==> config.mk <==
export PLATFORM = sky130hd
export DESIGN_NAME = fp_mul_seq
export DESIGN_NICKNAME = d
export VERILOG_FILES = /design/src/rtl/fp_mul_seq.sv
export SDC_FILE = /design/constraint.sdc
export NUM_CORES = 1
export LEC_CHECK = 0
export ABC_AREA = 1
export BUFFER_PORTS_ARGS = -buffer_cell sky130_fd_sc_hd__buf_2
export CAP_MARGIN = 0
export CORE_AREA = 2 2 157 159
export CTS_CLUSTER_DIAMETER = 80
export DETAILED_ROUTE_END_ITERATION = 10
export DIE_AREA = 0 0 159 161
export GPL_TIMING_DRIVEN = 1
export PLACE_DENSITY_LB_ADDON = 0.15
export REMOVE_ABC_BUFFERS = 1
export SETUP_SLACK_MARGIN = 0.4
export SLEW_MARGIN = 20
export SYNTH_ARGS = -nofsm -noshare
export SYNTH_HDL_FRONTEND = slang
export SYNTH_SLANG_ARGS = --single-unit
==> constraint.sdc <==
create_clock -name clk -period 8.7 [get_ports clk]
set_input_delay 0.435 -clock clk [delete_from_list [all_inputs] [get_ports clk]]
set_output_delay 0.435 -clock clk [all_outputs]
set_load 0.05 [all_outputs]
==> src/rtl/fp_mul_seq.sv <==
// fp_mul_seq -- multi-cycle floating-point multiplier with valid/ready handshakes.
//
// Operands use the layout {sign, exponent[EXP_W], fraction[MAN_W]}. An accepted
// pair is classified for special values, then multiplied with a 1-bit-per-cycle
// shift-add datapath. The product is normalised, range-checked and packed. Rounding
// truncates toward zero, and denormal operands are flushed to zero.
//
// Ports:
//   clk, rst          rising-edge clock, asynchronous active-high reset
//   in_valid/in_ready operand handshake; in_ready is high only while idle
//   a, b              operand words (W = 1+EXP_W+MAN_W bits)
//   out_valid/out_ready result handshake; result/status are held until the transfer
//   result            product word
//   status            classification: 0 valid, 1 +inf, 2 -inf, 3 NaN, 4 overflow, 5 underflow
module fp_mul_seq #(
  parameter int EXP_W = 8,
  parameter int MAN_W = 23,
  parameter int BIAS  = 2**(EXP_W-1)-1
) (
  input  logic               clk,
  input  logic               rst,
  input  logic               in_valid,
  output logic               in_ready,
  input  logic [EXP_W+MAN_W:0] a,
  input  logic [EXP_W+MAN_W:0] b,
  output logic               out_valid,
  input  logic               out_ready,
  output logic [EXP_W+MAN_W:0] result,
  output logic [2:0]         status
);

  localparam int W  = 1 + EXP_W + MAN_W;
  localparam int SW = MAN_W + 1;          // significand width including hidden 1
  localparam int PW = 2 * SW;             // full product width
  localparam int CW = $clog2(SW + 1);
  localparam int EW = EXP_W + 2;          // exponent arithmetic width (two's complement)

  localparam logic [EW-1:0] BIAS_E = EW'(BIAS);
  localparam logic [EW-1:0] E_MAX  = EW'((2**EXP_W) - 1);

  localparam logic [2:0] ST_VALID   = 3'd0;
  localparam logic [2:0] ST_POS_INF = 3'd1;
  localparam logic [2:0] ST_NEG_INF = 3'd2;
  localparam logic [2:0] ST_NAN     = 3'd3;
  localparam logic [2:0] ST_OVF     = 3'd4;
  localparam logic [2:0] ST_UNF     = 3'd5;

  typedef enum logic [2:0] {
    S_IDLE  = 3'd0,
    S_CHECK = 3'd1,
    S_MUL   = 3'd2,
    S_NORM  = 3'd3,
    S_DONE  = 3'd4
  } state_t;

  state_t          state_q, state_d;
  logic [W-1:0]    a_q, a_d, b_q, b_d;
  logic [PW-1:0]   mcand_q, mcand_d;      // multiplicand, shifted left each step
  logic [SW-1:0]   mplier_q, mplier_d;    // multiplier, shifted right each step
  logic [PW-1:0]   p_q, p_d;              // product accumulator
  logic [CW-1:0]   cnt_q, cnt_d;
  logic [EW-1:0]   exp_q, exp_d;
  logic            sign_q, sign_d;
  logic [W-1:0]    result_q, result_d;
  logic [2:0]      status_q, status_d;
  logic            out_valid_q, out_valid_d;

  // Operand fields and special-value classification (from registered operands)
  logic               sa, sb;
  logic [EXP_W-1:0]   ea, eb;
  logic [MAN_W-1:0]   fa, fb;
  logic               a_nan, b_nan, a_inf, b_inf, a_zero, b_zero;
  logic               spec_nan, spec_inf, spec_zero, is_special;

  always_comb begin
    sa = a_q[W-1];
    sb = b_q[W-1];
    ea = a_q[W-2 -: EXP_W];
    eb = b_q[W-2 -: EXP_W];
    fa = a_q[MAN_W-1:0];
    fb = b_q[MAN_W-1:0];
    a_nan  = (&ea) && (|fa);
    b_nan  = (&eb) && (|fb);
    a_inf  = (&ea) && !(|fa);
    b_inf  = (&eb) && !(|fb);
    // Exponent zero covers both true zero and denormals, which flush to zero
    a_zero = ~(|ea);
    b_zero = ~(|eb);
    spec_nan   = a_nan || b_nan || (a_inf && b_zero) || (b_inf && a_zero);
    spec_inf   = a_inf || b_inf;
    spec_zero  = a_zero || b_zero;
    is_special = spec_nan || spec_inf || spec_zero;
  end

  // State register and datapath flops
  always_ff @(posedge clk or posedge rst) begin
    if (rst) begin
      state_q     <= S_IDLE;
      a_q         <= '0;
      b_q         <= '0;
      mcand_q     <= '0;
      mplier_q    <= '0;
      p_q         <= '0;
      cnt_q       <= '0;
      exp_q       <= '0;
      sign_q      <= 1'b0;
      result_q    <= '0;
      status_q    <= ST_VALID;
      out_valid_q <= 1'b0;
    end else begin
      state_q     <= state_d;
      a_q         <= a_d;
      b_q         <= b_d;
      mcand_q     <= mcand_d;
      mplier_q    <= mplier_d;
      p_q         <= p_d;
      cnt_q       <= cnt_d;
      exp_q       <= exp_d;
      sign_q      <= sign_d;
      result_q    <= result_d;
      status_q    <= status_d;
      out_valid_q <= out_valid_d;
    end
  end

  // Next-state logic
  always_comb begin
    state_d = state_q;
    case (state_q)
      S_IDLE:  if (in_valid) state_d = S_CHECK;
      S_CHECK: state_d = is_special ? S_DONE : S_MUL;
      S_MUL:   if (cnt_q == CW'(1)) state_d = S_NORM;
      S_NORM:  state_d = S_DONE;
      S_DONE:  if (out_valid_q && out_ready) state_d = S_IDLE;
      default: state_d = S_IDLE;
    endcase
  end

  // Datapath next values
  logic [EW-1:0]    e_n;
  logic [MAN_W-1:0] frac_n;

  always_comb begin
    a_d         = a_q;
    b_d         = b_q;
    mcand_d     = mcand_q;
    mplier_d    = mplier_q;
    p_d         = p_q;
    cnt_d       = cnt_q;
    exp_d       = exp_q;
    sign_d      = sign_q;
    result_d    = result_q;
    status_d    = status_q;
    out_valid_d = 1'b0;
    e_n         = exp_q;
    frac_n      = p_q[PW-3 -: MAN_W];

    case (state_q)
      S_IDLE: begin
        if (in_valid) begin
          a_d = a;
          b_d = b;
        end
      end

      S_CHECK: begin
        sign_d = sa ^ sb;
        exp_d  = {2'b00, ea} + {2'b00, eb} - BIAS_E;
        if (spec_nan) begin
          result_d = {1'b0, {EXP_W{1'b1}}, 1'b1, {(MAN_W-1){1'b0}}};
          status_d = ST_NAN;
        end else if (spec_inf) begin
          result_d = {sa ^ sb, {EXP_W{1'b1}}, {MAN_W{1'b0}}};
          // Status follows the first infinite operand's sign, a taking precedence
          if (a_inf) status_d = sa ? ST_NEG_INF : ST_POS_INF;
          else       status_d = sb ? ST_NEG_INF : ST_POS_INF;
        end else if (spec_zero) begin
          result_d = {sa ^ sb, {(W-1){1'b0}}};
          status_d = ST_VALID;
        end else begin
          mcand_d  = {{SW{1'b0}}, 1'b1, fa};
          mplier_d = {1'b1, fb};
          p_d      = '0;
          cnt_d    = CW'(SW);
        end
      end

      S_MUL: begin
        if (mplier_q[0]) p_d = p_q + mcand_q;
        mcand_d  = mcand_q << 1;
        mplier_d = mplier_q >> 1;
        cnt_d    = cnt_q - CW'(1);
      end

      S_NORM: begin
        // Product of two [1,2) significands lies in [1,4); top bit set means >= 2
        if (p_q[PW-1]) begin
          e_n    = exp_q + EW'(1);
          frac_n = p_q[PW-2 -: MAN_W];
        end else begin
          e_n    = exp_q;
          frac_n = p_q[PW-3 -: MAN_W];
        end
        if (!e_n[EW-1] && (e_n >= E_MAX)) begin
          result_d = {sign_q, {EXP_W{1'b1}}, {MAN_W{1'b0}}};
          status_d = ST_OVF;
        end else if (e_n[EW-1] || (e_n == '0)) begin
          result_d = {sign_q, {(W-1){1'b0}}};
          status_d = ST_UNF;
        end else begin
          result_d = {sign_q, e_n[EXP_W-1:0], frac_n};
          status_d = ST_VALID;
        end
      end

      S_DONE: begin
        // out_valid rises one cycle after entering DONE and drops on the transfer edge
        out_valid_d = !(out_valid_q && out_ready);
      end

      default: ;
    endcase
  end

  // Outputs
  always_comb begin
    in_ready  = (state_q == S_IDLE);
    out_valid = out_valid_q;
    result    = result_q;
    status    = status_q;
  end

endmodule

== Yosys cells after proc, flatten, opt, wreduce, memory -nomap -nowiden ==
Cells that the tools add are included.
Storage, ports and cells
  register bits after elaboration: 239
  output and inout bits: 37
  logic and storage cells: 110
Operators by class
  add/sub/neg operators: 5
  magnitude comparators: 1
  equality and inequality tests: 13
  mux-type cells: 41
  bitwise operators: 3
  reduce and logical (&&, ||, !) cells: 35
Operators with widths (number)
  48-bit 2-to-1 mux: 7
  48-bit case mux with 2 select lines: 2
  32-bit 2-to-1 mux: 3
  24-bit 2-to-1 mux: 3
  32-bit case mux with 2 select lines: 1
  31-bit 2-to-1 mux: 2
  48-bit adder: 1
  24-bit case mux with 2 select lines: 1
  23-bit OR reduction: 2
  3-bit 2-to-1 mux: 9
  23-bit 2-to-1 mux: 1
  10-bit 2-to-1 mux: 2
  8-bit AND reduction: 2
  8-bit OR reduction: 2
  5-bit 2-to-1 mux: 3
  3-bit case mux with 5 select lines: 1
  2-bit != test, second input constant: 7
  10-bit by 1-bit adder with 10-bit output, second input constant: 1
  10-bit by 8-bit greater-or-equal comparator with 1-bit output, second input constant: 1
  10-bit zero test: 1
  5-bit case mux with 2 select lines: 1
  9-bit by 7-bit subtractor with 10-bit output, second input constant: 1
  8-bit by 8-bit adder with 9-bit output: 1
  1-bit logical AND: 8
  19 further kinds: 35

== Longest topological paths before layout ==
Gate-level depths: netlist of the first run.
  depth in word-level cells: 10
  gate-level depth with buffers: 14
  mapped depth without buffers: 14

== Least setup slack after synthesis of the first run ==
Ideal clock, no wire load.
  kind: reg2reg
  start point: reg state_q[2]
  end point: reg a_q[0]
  library setup time: 0.125 ns
  arrival: 2.131 ns
  data required time: 8.575 ns
  slack: 6.445 ns
  cell stages (with the launch flop): 7
  cell sequence: dfrtp_1 > nor2_1 > inv_1 > nor2_1 > nand2_1 > buf_2 > mux2_2
Between the ends
  cells in the longest elaborated chain, start to end: 2
RTL lines
  start, declared: RTL line 56  | state_t state_q, state_d;
  start signal, assigned: RTL line 111  | state_q <= state_d;
  3-bit zero test
  net in_ready: RTL line 23  | output logic in_ready,
  2-bit AND reduction (no source line)
  end signal, assigned: RTL line 99  | a_q <= '0;
  end signal, assigned: RTL line 112  | a_q <= a_d;
  end, declared: RTL line 57  | logic [W-1:0] a_q, a_d, b_q, b_d;
The timed path passes the listed nets, and every way through them passes these cells.
A chain may end at the register's enable or synchronous reset.

== Worst setup path in the final report of the first run ==
  start point: reg state_q[2]
  end point: reg result_q[30], in the netlist result[30]
Between the ends
  cells in the longest elaborated chain, start to end: 3
RTL lines
  3-bit by 1-bit == test with 1-bit output or 3-bit by 2-bit == test with 1-bit output (tied branches): RTL line 158  | case (state_q)
  4-bit != test (no source line) or 2-bit nonzero test (tied branches)
  2-bit AND reduction (no source line)
  end signal, assigned: RTL line 120  | result_q <= result_d;
  end, declared: RTL line 64  | logic [W-1:0] result_q, result_d;
Several ways; a longest one is shown, not always the timed one.

==> out/metrics.cfg, run 1 <==
[global_route]
grt_pass1_vias = 12630
antenna_found_initial = 0
grt-ovfl-total = 0
grt_pass1_wl_um = 62710
grt_use_total_pct = 29.89
grt_max_degree = 120

[critical_path]
rr_worst_depth = 8
critPathRequiredTime_ns = 9.09
cp-end-kind = flop
crit_type = flop to flop
timing.rr.start = state_q[2]$_DFFE_PP0P_
rrSetupSlack_ns = 5.28
crit_fanout = 31
crit_path_start_kind = flop
timing.rr.end = result[30]$_DFFE_PP0P_
cp.arrival_ns = 3.81

[sta]
hold_viol = 9
setup_tns_ns = 0
rsz0062_at_grt = no
setup_violations = 0
fin_crit_ns = 3.421
tightest_slew_ns = 1.049
slew_headroom_pct = 30.05
skew_ns = 0.03880
maxSlewViolCount = 0
post-route-period-util_pct = 39.32
max_freq_mhz = 292.3
holdWs_ns = -0.009401

[pwr]
p_per_area_mw_per_mm2 = 321.2
p_comb_share_pct = 43.8
p_leak_nw = 8.234
p_int_w = 0.002985
power.switching_w = 0.002235
switching_share_pct = 42.81
power_frac_clock_pct = 22.1
pwr-share-seq_pct = 34.1
peakVddDrop_v = 0.0002111

[synthesis]
yosys-top-cells-area = dfrtp_1 (41%), nand2_1 (16%), o21ai_0 (6.6%)
synth_top_area_share_pct = 40.92
synthArstFlopShare_pct = 100.0
synth_enable_flop_cells = 0
synthFlopType = dfrtp_1
synth_area_mm2 = 0.01462
synth_top_area_cell = dfrtp_1
ys_ff_latch = 239
synth.distinct_cells = 40
synth.avg_cell_area_um2 = 7.297
netlist_instances = 2003
seq_area_frac_synth_pct = 40.92
ys_warn_count = 0

[floorplanning]
start_util_pct = 61.00
die_width_um = 159
row_count = 57
dieArea_mm2 = 0.02560
num_io_pins = 105
fp.dieH_um = 161
coreArea_mm2 = 0.02396

[drt]
drt_iter0_drc = 1082
drc = 0
drt-wirelength-per-cell_um = 15.64
ant_nets = 0
firstDrtPassIters = 5
drt-total-wl_um = 38000
vias_per_cell = 5.477
vias = 13300

[clock_tree]
insertion_delay_ns = 0.56
cts_tree = yes
path_clk_slew_ns = 0.06
cts_made_buffers = 26
clockBufferDepth = 3
cts_resized = 0
cts-root-buf = clkbuf_16
cts_setup_buffers = 0
cts.htree.levels = 1
clock_sinks = 239
cts_hold_buffers = 0

[cells_and_area]
fillerInstances = 2070
final_nets = 2220
fin_area_mm2 = 0.01625
area_growth_pct = 11.16
multiInputGateArea_mm2 = 0.007441
seqCellArea_mm2 = 0.005981
drive_gt1_share_pct = 11.12
antenna_cells = 0

[outcome]
status = complete, but fails checks
violations = hold timing

[run]
max-cap-violations = 0

[placed_design]
globalplace.congestion = 0.9865
post_dp_cell_area_mm2 = 0.01533
portBuffers = 104
hpwl_um = 28600

[hold_path]
holdCritPathClass = input pin to async pin

## placed cells by master, fill, tap and decap left out, drive strengths merged, types with 5 or more instances in the layout
cell / instances
o22ai: 25
o21ai: 196
o21a: 5
nand3b: 6
mux2: 58
nor3: 11
dfrtp: 239
and2: 7
clkbuf: 35
buf: 111
o21bai: 5
nor2: 177
nand4: 35
inv: 248
or2: 11
nand3: 122
clkinv: 10
nand2: 632
ha: 65
xor2: 7
a21oi: 78
## registers in the layout, indices dropped and copies added (netlist names)
register and flops:
exp_q 10, status 3, a_q 32, b_q 32, result 32, out_valid 1
p_q 48, mplier_q 24, mcand_q 48, state_q 3, cnt_q 5, sign_q 1
## Yosys cell counts, types with 4 or more instances
cell type,instances
a21oi_1,78
and2_1,7
buf_2,23
buf_4,6
clkbuf_1,23
dfrtp_1,239
ha_1,65
inv_1,247
mux2_2,58
nand2_1,632
nand3_1,122
nand3b_1,6
nand4_1,34
nor2_1,175
nor3_1,9
o211ai_1,4
o21a_1,5
o21ai_0,193
o21bai_1,5
o22ai_1,25
or2_2,11
xor2_1,7
## per-stage QoR
stage               power, W  setup WS [ns]  util (%)  hold WS, ns  instances
finish              0.005220          5.279     67.80    -0.009401       2429
global route        0.005655          4.948     67.80      0.07470       2429
CTS                 0.005236          4.993     67.77      0.02141       2429
detailed placement  0.004044          5.116     63.99       0.4532       2381
global placement    0.003965          5.290     63.99       0.4499       2381
floorplan           0.003480          1.705         -       0.4422       1946
## kinds of logic (layout without fill, tap and decap cells)
kind of cell / after synthesis / in the layout / synth area share, %
muxes: 58 / 58 / 4.468
and+or+nand+nor: 1005 / 1005 / 28.39
xor gates and xnor gates: 9 / 9 / 0.5393
DFF: 239 / 239 / 40.92
AOI/OAI and AO/OA: 319 / 319 / 11.47
buffers and inverters: 306 / 408 / 8.372
adders and majority gates: 67 / 67 / 5.838
## cell type report
type | count | share of cell area (%)
Tap cell | 324 | 2.495
Timing Repair Buffer | 111 | 3.527
Multi-Input combinational cell | 1458 | 45.80
Clock buffer | 35 | 4.335
Clock inverter | 13 | 1.240
Sequential cell | 239 | 36.81
Inverter | 249 | 5.799
## worst max-delay path, stage by stage, from the launching register on
cell      delay [ns]
dfrtp_1         0.45
nor3_4          0.53
inv_2           0.24
nor2_4          0.22
nand4_4         0.25
nand2_1         0.79
clkinv_1        0.50
nor2_1          0.19
a21oi_1         0.06
## per-layer routing
metal | up-vias | wire length, µm | track usage, %
li1 | 6671 | - | -
met4 | 0 | 1744 | 12.48
met5 | - | 0 | 0
met1 | 6176 | 17340 | 41.03
met2 | 362 | 17150 | 48.81
met3 | 94 | 1768 | 3.338
## power groups by stage
stage | combinational [W] | clock (W) | sequential (W)
finish | 0.00228 | 0.00115 | 0.00178
global placement | 0.00218 | 0 | 0.00178
global route | 0.00261 | 0.00121 | 0.00183
floorplan | 0.00165 | 0 | 0.00183
detailed placement | 0.00225 | 0 | 0.00180
CTS | 0.00229 | 0.00117 | 0.00178
## how the worst max path moves through the flow
stage / from / endpoint / slack, ns / cells past startpoint
after floorplan: rst / a_q[0]$_DFFE_PP0P_ / 1.71 / 1
after global placement: state_q[2]$_DFFE_PP0P_ / p_q[42]$_DFFE_PP0P_ / 5.29 / 10
after detailed placement: state_q[2]$_DFFE_PP0P_ / p_q[34]$_DFFE_PP0P_ / 5.12 / 10
after CTS: state_q[2]$_DFFE_PP0P_ / p_q[34]$_DFFE_PP0P_ / 4.99 / 10
after global routing: state_q[2]$_DFFE_PP0P_ / p_q[33]$_DFFE_PP0P_ / 4.95 / 10
final: state_q[2]$_DFFE_PP0P_ / result[30]$_DFFE_PP0P_ / 5.28 / 8
Power figures use the tool's default switching activity.
==> inputs of run 2 (changes only) <==
Clock period 8.7 ns to 3.5 ns, I/O delays scaled along.
==> run 2 against run 1 <==
The run now ends clean. Final cell count increased by 2.9%. Die area unchanged. Largest power group unchanged. Via count increased by 3.1%. Clock power grew 150%. Count of clock-buffer cells in the layout unchanged. Clock skew down 0.030 ns. Critical path type unchanged. Design area up 4.5%. Highest routed layer unchanged. Global-route usage rose by 2.3 points. Non-clock buffer count increased by 72. Sequential power rose to 2.5 times the previous value.
==> out/metrics.cfg, run 2 (synthesis gave the netlist of run 1 again) <==
[critical_path]
rr_worst_depth = 10
crit_type = flop to flop
cp-end-kind = flop
critPathRequiredTime_ns = 3.94
timing.rr.end = p_q[30]$_DFFE_PP0P_
crit_path_start_kind = flop
crit_start = mcand_q[6]$_DFFE_PP0P_
crit_fanout = 5
critical_path.endpoint = p_q[30]$_DFFE_PP0P_
cp.arrival_ns = 3.15
timing.rr.start = mcand_q[6]$_DFFE_PP0P_
rrSetupSlack_ns = 0.79

[drt]
wl_met2_um = 19220
ant_nets = 0
drt-total-wl_um = 40850
drt-met1-wl_um = 18020
drt_iter0_drc = 1135
vias_per_cell = 5.490
wl_met3_um = 2429
top_layer = met4
drt-wirelength-per-cell_um = 16.35
firstDrtPassIters = 5
vias = 13720
drc = 0

[pwr]
peakVddDrop_v = 0.0007175
p_per_area_mw_per_mm2 = 778.7
total_power_w = 0.01322
pwr-share-seq_pct = 33.8
switching_share_pct = 43.55
p_int_w = 0.007461
p_leak_nw = 8.548
power_frac_clock_pct = 21.5
power.switching_w = 0.005755
p_comb_share_pct = 44.7

[sta]
rsz0062_at_grt = no
setup_slack_ns = 0.7856
post-route-period-util_pct = 77.56
setup_tns_ns = 0
max_freq_mhz = 368.4
maxSlewViolCount = 0
fin_crit_ns = 2.714
tightest_slew_ns = 1.096
skew_ns = 0.008539
slew_headroom_pct = 26.91
setup_violations = 0
hold_viol = 0

[floorplanning]
coreArea_mm2 = 0.02396
dieArea_mm2 = 0.02560
num_io_pins = 105
start_util_pct = 61.00
row_count = 57
die_width_um = 159
fp.dieH_um = 161

[clock_tree]
path_clk_slew_ns = 0.06
cts-root-buf = clkbuf_16
cts_tree = yes
clock_sinks = 239
cts_made_buffers = 27
clockBufferDepth = 3
insertion_delay_ns = 0.55
cts.htree.levels = 1

[cells_and_area]
instances_no_fill = 2499
fin_area_mm2 = 0.01697
final_nets = 2293
fillerInstances = 1989
drive_gt1_share_pct = 11.13
final_common_cell = nand2_1
mostFrequentLayoutCells = nand2_1 (630), inv_1 (244), dfrtp_1 (239)
reg_top3 = mcand_q x48, p_q x48
area_growth_pct = 16.11
antenna_cells = 0

[global_route]
antenna_found_initial = 0
grt_max_degree = 122
grt-ovfl-total = 0
grt_pass1_wl_um = 66940
grt_pass1_vias = 13160
grt_use_total_pct = 32.14

[run]
max-cap-violations = 0

[outcome]
status = completed

[placed_design]
pre_cts_ws_ns = 0.6448
placed_cells = 2387
portBuffers = 104
hpwl_um = 29160
post_dp_cell_area_mm2 = 0.01542
globalplace.congestion = 1.004

[hold_path]
holdCritPathClass = input pin to flop

[run 2: cell types whose count changed in the layout (fill, tap and decap cells not counted), sizes merged]
cell,previous run,this run
buf,111,117
bufinv,4,2
clkinv,10,6
clkinvlp,0,2
dlygate4sd3,0,66
inv,248,250
[run 2: power groups by stage]
stage | sequential, W | combinational (W) | clock [W]
2_1_floorplan | 0.00454 | 0.00411 | 0
3_3_place_gp | 0.00444 | 0.00553 | 0
3_5_place_dp | 0.00448 | 0.00569 | 0
4_1_cts | 0.00444 | 0.00580 | 0.00287
5_1_grt | 0.00458 | 0.00666 | 0.00298
6_report | 0.00447 | 0.00590 | 0.00284
[run 2: worst max-delay path, cell delays in order (launching register included)]
cell	delay (ns)
dfrtp_1	0.40
ha_1	0.39
nand2_1	0.14
nor2_1	0.27
nand2_1	0.11
o21ai_0	0.74
nand2_1	0.22
nand2_1	0.11
nand2_1	0.05
nand3_1	0.09
nand2_1	0.08
[run 2: layout make-up]
class                      instances  area [µm²]  area share, %
timing repair buffer             183        1320          7.778
tap                              324       405.4          2.389
multi-input combinational       1458        7432          43.79
inverter                         249       942.2          5.551
clock inverter                    11       135.1         0.7962
clock buffer                      35       755.7          4.453
sequential                       239        5981          35.24
[run 2: worst min-delay path by stage]
stage,startpoint,endpoint,slack [ns],depth (start not counted)
floorplan,a[0],a_q[0]$_DFFE_PP0P_,0.33,1
global placement,a[14],a_q[14]$_DFFE_PP0P_,0.41,2
detailed placement,b[27],b_q[27]$_DFFE_PP0P_,0.41,2
CTS,in_valid,state_q[0]$_DFFE_PP0P_,0.04,3
global route,in_valid,state_q[0]$_DFFE_PP0P_,0.06,3
finish,in_valid,state_q[0]$_DFFE_PP0P_,0.04,3
[run 2: routing by layer]
metal,up-vias,GRT usage (%)
li1,6788,-
met1,6409,43.51
met2,453,54.82
met3,70,3.955
met4,0,9.380
met5,-,0
[run 2: what timing repair did]
action,4_1_cts,5_1_grt
endpoints found under the setup margin,0,53
setup buffers,0,0
resized for setup,0,1
endpoints found under the hold margin,183,0
hold buffers,66,0
[run 2: metrics by stage]
step                      hold slack (ns)  util [%]
final                             0.04354     70.82
after floorplan                    0.3258         -
after global placement             0.4064     64.33
after global routing              0.05661     70.82
after detailed placement           0.4100     64.33
after CTS                         0.03737     70.81
